$ cat src/rtl/sseg_pkg.sv
// Shared types and constants for the seven-segment scan controller.
package sseg_pkg;

    typedef enum logic [0:0] {
        S_BLANK,
        S_DRIVE
    } scan_state_t;

    localparam logic [7:0] SSEG_OFF     = 8'hFF;
    localparam int         N_DIGITS_MAX = 8;

endpackage

$ cat src/rtl/hex_to_sseg.sv
// Hex nibble to seven-segment decoder; output {dp,g..a}, active high.
module hex_to_sseg (
    input  logic [3:0] i_hex,
    input  logic       i_dp,
    output logic [7:0] o_seg
);

    always_comb begin
        o_seg = 8'h00;
        o_seg[7] = i_dp;
        case (i_hex)
            4'h0: o_seg[6:0] = 7'h3F;
            4'h1: o_seg[6:0] = 7'h06;
            4'h2: o_seg[6:0] = 7'h5B;
            4'h3: o_seg[6:0] = 7'h4F;
            4'h4: o_seg[6:0] = 7'h66;
            4'h5: o_seg[6:0] = 7'h6D;
            4'h6: o_seg[6:0] = 7'h7D;
            4'h7: o_seg[6:0] = 7'h07;
            4'h8: o_seg[6:0] = 7'h7F;
            4'h9: o_seg[6:0] = 7'h6F;
            4'hA: o_seg[6:0] = 7'h77;
            4'hB: o_seg[6:0] = 7'h7C;
            4'hC: o_seg[6:0] = 7'h39;
            4'hD: o_seg[6:0] = 7'h5E;
            4'hE: o_seg[6:0] = 7'h79;
            default: o_seg[6:0] = 7'h71;
        endcase
    end

endmodule

$ cat src/rtl/sseg_scan_ctrl.sv
// Multiplexed common-anode 7-seg scanner with double-buffered image and blank gap.
// Optional SSEG_LZ_BLANK_EN: leading-zero suppression applied when an image is loaded.
module sseg_scan_ctrl
    import sseg_pkg::*;
#(
    parameter int N_DIGITS     = 4,
    parameter int SCAN_DIV     = 50000,
    parameter int BLANK_CYCLES = 16
) (
    input  logic                    clk,
    input  logic                    reset,
    input  logic                    upd_valid,
    output logic                    upd_ready,
    input  logic [4*N_DIGITS-1:0]   hex_in,
    input  logic [N_DIGITS-1:0]     dp_in,
    input  logic [N_DIGITS-1:0]     blank_in,
    output logic [N_DIGITS-1:0]     an,
    output logic [7:0]              sseg,
    output logic                    frame_tick
);

    localparam int CNT_W = (SCAN_DIV > 1) ? $clog2(SCAN_DIV) : 1;
    localparam int IDX_W = (N_DIGITS > 1) ? $clog2(N_DIGITS) : 1;
    localparam scan_state_t SLOT_START = (BLANK_CYCLES > 0) ? S_BLANK : S_DRIVE;

    logic [CNT_W-1:0]       r_cnt, w_cnt_next;
    logic [IDX_W-1:0]       r_idx, w_idx_next;
    scan_state_t            r_state, w_state_next;

    logic                   r_pend, w_pend_next;
    logic                   r_ready, r_tick;
    logic [4*N_DIGITS-1:0]  r_pend_hex, r_act_hex;
    logic [N_DIGITS-1:0]    r_pend_dp, r_act_dp;
    logic [N_DIGITS-1:0]    r_pend_blank, r_act_blank;
    logic [N_DIGITS-1:0]    r_an;
    logic [7:0]             r_sseg;

    logic                   w_slot_end, w_frame_end, w_accept, w_load;
    logic [N_DIGITS-1:0]    w_load_blank;
    logic [3:0]             w_sel_hex;
    logic                   w_sel_dp;
    logic [7:0]             w_dec_seg;
    logic [N_DIGITS-1:0]    w_an_drive;

    // Slot counter, digit index and scan state for the next cycle
    always_comb begin
        w_slot_end  = (r_cnt == CNT_W'(SCAN_DIV - 1));
        w_frame_end = w_slot_end && (r_idx == IDX_W'(N_DIGITS - 1));
        w_cnt_next  = w_slot_end ? '0 : r_cnt + 1'b1;
        w_idx_next  = r_idx;
        if (w_slot_end) begin
            w_idx_next = (r_idx == IDX_W'(N_DIGITS - 1)) ? '0 : r_idx + 1'b1;
        end
        w_state_next = (w_cnt_next < CNT_W'(BLANK_CYCLES)) ? S_BLANK : S_DRIVE;
    end

    always_ff @(posedge clk) begin
        if (reset) begin
            r_cnt   <= '0;
            r_idx   <= '0;
            r_state <= SLOT_START;
        end else begin
            r_cnt   <= w_cnt_next;
            r_idx   <= w_idx_next;
            r_state <= w_state_next;
        end
    end

    // Acceptance only happens while nothing is pending, so it never collides with a load
    always_comb begin
        w_accept    = upd_valid && r_ready;
        w_load      = w_frame_end && r_pend;
        w_pend_next = (r_pend && !w_load) || w_accept;
    end

`ifdef SSEG_LZ_BLANK_EN
    logic [N_DIGITS-1:0] w_lz_mask;

    always_comb begin
        logic v_run;
        w_lz_mask = '0;
        v_run     = 1'b1;
        for (int i = N_DIGITS - 1; i >= 1; i--) begin
            v_run        = v_run && (r_pend_hex[4*i +: 4] == 4'h0) && !r_pend_dp[i];
            w_lz_mask[i] = v_run;
        end
    end

    assign w_load_blank = r_pend_blank | w_lz_mask;
`else
    assign w_load_blank = r_pend_blank;
`endif

    always_ff @(posedge clk) begin
        if (reset) begin
            r_pend       <= 1'b0;
            r_ready      <= 1'b0;
            r_tick       <= 1'b0;
            r_pend_hex   <= '0;
            r_pend_dp    <= '0;
            r_pend_blank <= '0;
            r_act_hex    <= '0;
            r_act_dp     <= '0;
            r_act_blank  <= '1;
        end else begin
            r_pend  <= w_pend_next;
            r_ready <= !w_pend_next;
            r_tick  <= w_load;
            if (w_accept) begin
                r_pend_hex   <= hex_in;
                r_pend_dp    <= dp_in;
                r_pend_blank <= blank_in;
            end
            if (w_load) begin
                r_act_hex   <= r_pend_hex;
                r_act_dp    <= r_pend_dp;
                r_act_blank <= w_load_blank;
            end
        end
    end

    assign w_sel_hex  = r_act_hex[{r_idx, 2'b00} +: 4];
    assign w_sel_dp   = r_act_dp[r_idx];
    assign w_an_drive = ~(N_DIGITS'(1) << r_idx);

    hex_to_sseg u_dec (
        .i_hex (w_sel_hex),
        .i_dp  (w_sel_dp),
        .o_seg (w_dec_seg)
    );

    // Outputs lag the scan position by one cycle
    always_ff @(posedge clk) begin
        if (reset) begin
            r_an   <= '1;
            r_sseg <= SSEG_OFF;
        end else if (r_state == S_BLANK || r_act_blank[r_idx]) begin
            r_an   <= '1;
            r_sseg <= SSEG_OFF;
        end else begin
            r_an   <= w_an_drive;
            r_sseg <= ~w_dec_seg;
        end
    end

    assign upd_ready  = r_ready;
    assign frame_tick = r_tick;
    assign an         = r_an;
    assign sseg       = r_sseg;

endmodule

$ cat config.mk
export PLATFORM = sky130hd
export DESIGN_NAME = sseg_scan_ctrl
export DESIGN_NICKNAME = d
export VERILOG_FILES = /design/src/rtl/sseg_pkg.sv /design/src/rtl/hex_to_sseg.sv /design/src/rtl/sseg_scan_ctrl.sv
export SDC_FILE = /design/constraint.sdc
export NUM_CORES = 1
export LEC_CHECK = 0
export ABC_CLOCK_PERIOD_IN_PS = 2900
export BUFFER_PORTS_ARGS = -buffer_cell sky130_fd_sc_hd__buf_2
export CAP_MARGIN = 20
export CORE_ASPECT_RATIO = 1.75
export CORE_UTILIZATION = 28
export CTS_CLUSTER_DIAMETER = 200
export CTS_CLUSTER_SIZE = 14
export DETAILED_ROUTE_END_ITERATION = 8
export PLACE_DENSITY_LB_ADDON = 0.15
export SKIP_CTS_REPAIR_TIMING = 1
export SLEW_MARGIN = 20
export SYNTH_ARGS = -nofsm -noshare
export SYNTH_HDL_FRONTEND = slang
export SYNTH_HIERARCHICAL = 1
export SYNTH_SLANG_ARGS = --single-unit
$ cat constraint.sdc
create_clock -name clk -period 2.9 [get_ports clk]
set_clock_uncertainty 0.15 [all_clocks]
set_input_delay 0.29 -clock clk [delete_from_list [all_inputs] [get_ports clk]]
set_output_delay 0.29 -clock clk [all_outputs]
set_load 0.02 [all_outputs]
After elaboration in Yosys (flattened, before gate mapping)
Memory sizes are Yosys's and may differ from the RTL's.
Cells that the tools add are included.
Word-level totals
  register bits after elaboration: 82
  bits in read-only memories: 112
  output and inout port bits: 14
  logic and storage cells: 42
  memories: 1
Memory list
  (name not given): depth 16, bits a word 7, rd ports 1, clocked after memory_dff 0, write ports 0, line hex_to_sseg.sv:11  | case (i_hex)
Cells by class
  add/subtract/negate cells: 2
  magnitude comparators: 2
  eq/ne operators: 2
  shift-type cells: 2
  mux-type cells: 7
  bitwise gates (word level): 3
  reduce and logical (&&, ||, !) cells: 9
Operators with widths (number)
  adder 16 x 1 -> 16 bit (second input constant): 1
  equality test 16 bit (second input constant): 1
  less-than comparator 16 x 5 -> 1 bit (second input constant): 1
  2-to-1 mux 16 bit: 1
  indexed part select 16 x 5 -> 4 bit: 1
  inverter 8 bit: 1
  binary-select mux 1 bit (select 2 bit): 2
  logical AND 1 bit: 4
  inverter 4 bit: 1
  << shifter 1 x 2 -> 4 bit (first input constant): 1
  less-than comparator 2 x 3 -> 1 bit (second input constant): 1
  2-to-1 mux 1 bit: 3
  adder 2 x 1 -> 2 bit (second input constant): 1
  equality test 2 bit (second input constant): 1
  zero test 1 bit: 2
  logical OR 1 bit: 2
  2-to-1 mux 2 bit: 1
  OR reduction 2 bit: 1
  inverter 1 bit: 1

Logic depth before layout (Yosys ltp)
  word-level depth: 7
  depth in mapped cells: 9

Cells and area by module
Netlist, hierarchy kept.
By module, submodules not included
  sseg_scan_ctrl: times used 1, cells each 381, area an instance 3309.4 um^2, sequential area each 1641.6 um^2
  hex_to_sseg: times used 1, cells each 34, area an instance 295.3 um^2, sequential area each 0.0 um^2

Least setup slack after synthesis
No wires, ideal clock.
  path type: register to register
  from: register r_idx[0]
  to: register r_sseg[3] (netlist: sseg[3])
  arrival: 2266 ps
  data required time: 2689 ps
  path slack: 422 ps
  cell stages (with the launch flop): 8
  buffers on the path: 1
  cells stage by stage: dfxtp_1 > clkbuf_1 > mux4_2 > inv_1 > ha_1 > inv_1 > mux4_1 > nand2_1
RTL lines
  start, declared: line sseg_scan_ctrl.sv:27  | logic [IDX_W-1:0] r_idx, w_idx_next;
  start signal, assigned: line sseg_scan_ctrl.sv:64  | r_idx <= w_idx_next;
  indexed part select 16 x 5 -> 4 bit: line sseg_scan_ctrl.sv:122  | assign w_sel_hex = r_act_hex[{r_idx, 2'b00} +: 4];
  named net w_sel_hex[1]: line sseg_scan_ctrl.sv:40  | logic [3:0] w_sel_hex;
  memory (16 x 7 bit)
  named net w_dec_seg[3]: line sseg_scan_ctrl.sv:42  | logic [7:0] w_dec_seg;
  inverter 8 bit: line sseg_scan_ctrl.sv:142  | r_sseg <= ~w_dec_seg;
  end signal, assigned: line sseg_scan_ctrl.sv:142
  end, declared: line sseg_scan_ctrl.sv:36  | logic [7:0] r_sseg;
The timed path passes the listed nets, and every way through them passes these cells. The select of a mux whose other input is x is not followed.
A chain may end at the register's enable or synchronous reset.

Worst setup path in the final report
  from: register r_cnt[11]
  to: register r_act_hex[6]
Between the ends
  cells in the longest elaborated chain, start to end: 3
Ends and longest elaborated chain
  start, declared: line sseg_scan_ctrl.sv:26  | logic [CNT_W-1:0] r_cnt, w_cnt_next;
  start signal, assigned: line sseg_scan_ctrl.sv:63  | r_cnt <= w_cnt_next;
  equality test 16 bit: line sseg_scan_ctrl.sv:47  | w_slot_end = (r_cnt == CNT_W'(SCAN_DIV - 1));
  logical AND 1 bit: line sseg_scan_ctrl.sv:48  | w_frame_end = w_slot_end && (r_idx == IDX_W'(N_DIGITS - 1));
  logical AND 1 bit: line sseg_scan_ctrl.sv:72  | w_load = w_frame_end && r_pend;
  end signal, assigned: line sseg_scan_ctrl.sv:115  | r_act_hex <= r_pend_hex;
  end, declared: line sseg_scan_ctrl.sv:32  | logic [4*N_DIGITS-1:0] r_pend_hex, r_act_hex;
Every way passes these cells.

==> flow_metrics.py <==
metrics = {
    "clock_network": {
        "clockBufferDepth": 2,
        "cts_tree": "built",
        "clockRootBuffer": "clkbuf_16",
        "cts_num_sinks": 82,
        "clk_pin_slew_worst_paths_ns": 0.06,
        "clk_latency_ns": 0.33,
        "htree_levels": 3,
        "numCtsBuffers": 9,
    },
    "worst_setup_path": {
        "cp.required_ns": 3.01,
        "cp.arrival_ns": 2.49,
        "startpoint": "r_cnt[11]",
        "r2r_start": "r_cnt[11]",
        "start_kind": "register",
        "cp_max_fo": 24,
        "critPathCaptureType": "register",
        "path_class": "reg -> reg",
    },
    "synthesis": {
        "synth_cells": 415,
        "muxShareOfSynthArea": 0.0618,
        "yosys_warnings": 6,
        "yosys.area.top_type": "dfxtp_1",
        "synthDistinctLibCells": 47,
        "synth_area_um2": 3600,
        "synth_area_per_cell_um2": 8.69,
        "yosysTopAreaCellShare": 0.455,
        "synth.area.top_cells": "dfxtp_1 46%, nand2_1 12%, a21oi_1 4.7%, ha_1 4.2%, a21oi_2 3.9%",
        "synth_compound_area_frac": 0.109,
        "synth_xor_xnor_area_share": 0.0340,
        "syn_nets": 454,
        "synth_top_family_by_area": "simple AND/OR/NAND/NOR gates",
        "ys_seq_area_frac": 0.455,
        "synthArstFlopShare": 0,
        "yosys.area_share.adder": 0.0417,
        "synthSimpleGateAreaFrac": 0.245,
        "synth_edf_count": 0,
        "synth_flop_cell": "dfxtp_1",
        "ys_seq_elements": 82,
    },
    "route": {
        "vias_per_cell": 4.49,
        "wirelength_mm": 7.91,
        "wl_met1_mm": 3.48,
        "detail_route.wl_per_cell_um": 12.8,
        "drtIter0Drc": 91,
        "drtPass1Iterations": 4,
        "final_antenna_net_count": 0,
        "wl_met2_mm": 4.08,
        "route.detailed.drc": 0,
        "highest_layer": "met4",
        "met3_length_um": 170,
        "vias": 2777,
    },
    "floorplanning": {
        "die-height_um": 152,
        "die_area_um2": 13300,
        "start_util": 0.288,
        "coreArea_um2": 12500,
        "die_w_um": 87.8,
        "num_rows": 54,
        "ioPinCount": 41,
    },
    "sta": {
        "setup_tns_ns": 0,
        "hold_violations": 0,
        "min_period_over_period": 0.821,
        "relSlewSlack": 0.408,
        "rsz0062_at_grt": "no",
        "drv_slew": 0,
        "period_needed_ns": 2.38,
        "hold_ws_ns": 0.0411,
        "setup_viol": 0,
        "max_freq_mhz": 420,
        "worst_pin_slew_ns": 0.888,
    },
    "global_route": {
        "grt_max_degree": 41,
        "antenna_found_initial": 0,
        "overflow": 0,
        "grt_pass1_wl_mm": 13.6,
        "grt.total_usage": 0.130,
        "grt_pass1_vias": 2825,
    },
    "placed_design": {
        "dp_hpwl_mm": 5.67,
        "place.gp.congestion": 0.803,
        "place_inst": 603,
        "io_buffers": 40,
    },
    "power": {
        "vdd_drop_max_mv": 0.285,
        "finalPower_w": 0.00246,
        "p_leak_nw": 1.48,
        "p_per_area_nw_per_um2": 582,
    },
    "worst_hold_path": {
        "hold_path.class": "in -> reg",
        "min_from": "hex_in[1]",
    },
    "finish": {
        "drive_gt1_frac": 0.224,
        "final_cells": 618,
        "area_delta_synth_final_pct": 17.5,
        "nNetsFinal": 485,
        "diodes": 0,
    },
    "run_status": {
        "status": "completed",
    },
    "job": {
        "drv_cap": 0,
    },
}
## synthesized netlist by cell type (all sizes together), types with 2 or more instances
library cell / count
nand2: 120
dfxtp: 82
a21oi: 50
nor2: 35
clkbuf: 15
buf: 12
ha: 12
nand3: 10
xor2: 10
inv: 9
nor3: 7
mux4: 6
mux2i: 5
nand3b: 5
nand4: 4
xnor2: 4
mux2: 3
or2: 3
nand2b: 2
nor2b: 2
nor4: 2
o21ai: 2
## worst paths after layout
kind | end | slack [ns] | cells past startpoint
worst min register to register | r_act_dp[0] | 0.30 | 2
worst min-delay path | r_pend_hex[1] | 0.04 | 3
worst max-delay path | r_act_hex[6] | 0.52 | 7
worst max register to register | r_act_hex[6] | 0.52 | 7
## metrics by stage
step                setup WS (ns)  utilization  cell area, um2
finish                      0.520        0.339            4240
global route                0.357        0.339            4240
CTS                         0.488        0.339            4240
detailed placement          0.510        0.313            3920
global placement            0.556        0.313            3920
floorplan                   0.422            -            3600
## sequential cells by signal (all words and copies together) (netlist names)
name	cells
r_act_hex	16
r_cnt	16
r_pend_hex	16
sseg	8
an	4
r_act_blank	4
r_act_dp	4
r_pend_blank	4
r_pend_dp	4
r_idx	2
frame_tick	1
r_pend	1
r_state	1
upd_ready	1
## where the power goes
part	leakage (nW)	internal, W	switching [W]	total (W)
combinational	0.656	0.0000325	0.0000545	0.0000870
clock	0.158	0.000771	0.000442	0.00121
sequential	0.664	0.00115	0.0000162	0.00116
total	1.48	0.00195	0.000513	0.00246
## cell usage in the layout (no fill, tap or decap), types with 3 or more instances in the layout
| master | synthesis | final |
|---|---|---|
| nand4_1 | 4 | 4 |
| ha_1 | 12 | 12 |
| xnor2_1 | 4 | 4 |
| nand2_1 | 113 | 113 |
| nand3b_1 | 5 | 5 |
| buf_2 | 4 | 40 |
| nor3_1 | 7 | 7 |
| nand3_1 | 10 | 10 |
| xor2_1 | 10 | 10 |
| a21oi_2 | 16 | 16 |
| nor2_1 | 35 | 35 |
| buf_4 | 2 | 7 |
| mux2i_1 | 5 | 5 |
| a21oi_1 | 34 | 34 |
| nand2_2 | 7 | 7 |
| mux4_2 | 5 | 5 |
| dfxtp_1 | 82 | 82 |
| clkbuf_16 | 0 | 9 |
| inv_1 | 9 | 9 |
| mux2_2 | 3 | 3 |
## layout make-up
type	instances	area, um2
clock buffer	10	239
clock inverter	5	78.8
fill	1324	8260
inverter	9	33.8
multi-input combinational	297	1780
sequential	82	1640
tap	168	210
timing repair buffer	47	253
## per-layer routing
metal / vias to the layer above / GRT usage
met5: - / 0
met1: 1291 / 0.151
li1: 1431 / -
met4: 0 / 0.0625
met3: 12 / 0.0250
met2: 43 / 0.223
## critical path, cell delays in order, from the launching register on
cell and delay (ns):
dfxtp_1 0.36, or3_4 0.41, or2_4 0.25, nor4_4 0.36, and3_1 0.21, buf_4 0.29, nand2_1 0.12, a21oi_2 0.14
## cells by family (layout without fill, tap and decap cells)
| logic type | count (synthesis) | in the layout |
|---|---|---|
| compound gates | 60 | 60 |
| mux | 14 | 14 |
| simple gates | 197 | 197 |
| buf+inv | 36 | 71 |
| xor+xnor | 14 | 14 |
| flops | 82 | 82 |
| fa+ha+maj | 12 | 12 |
Note: power is estimated with default switching activity, not from simulation.
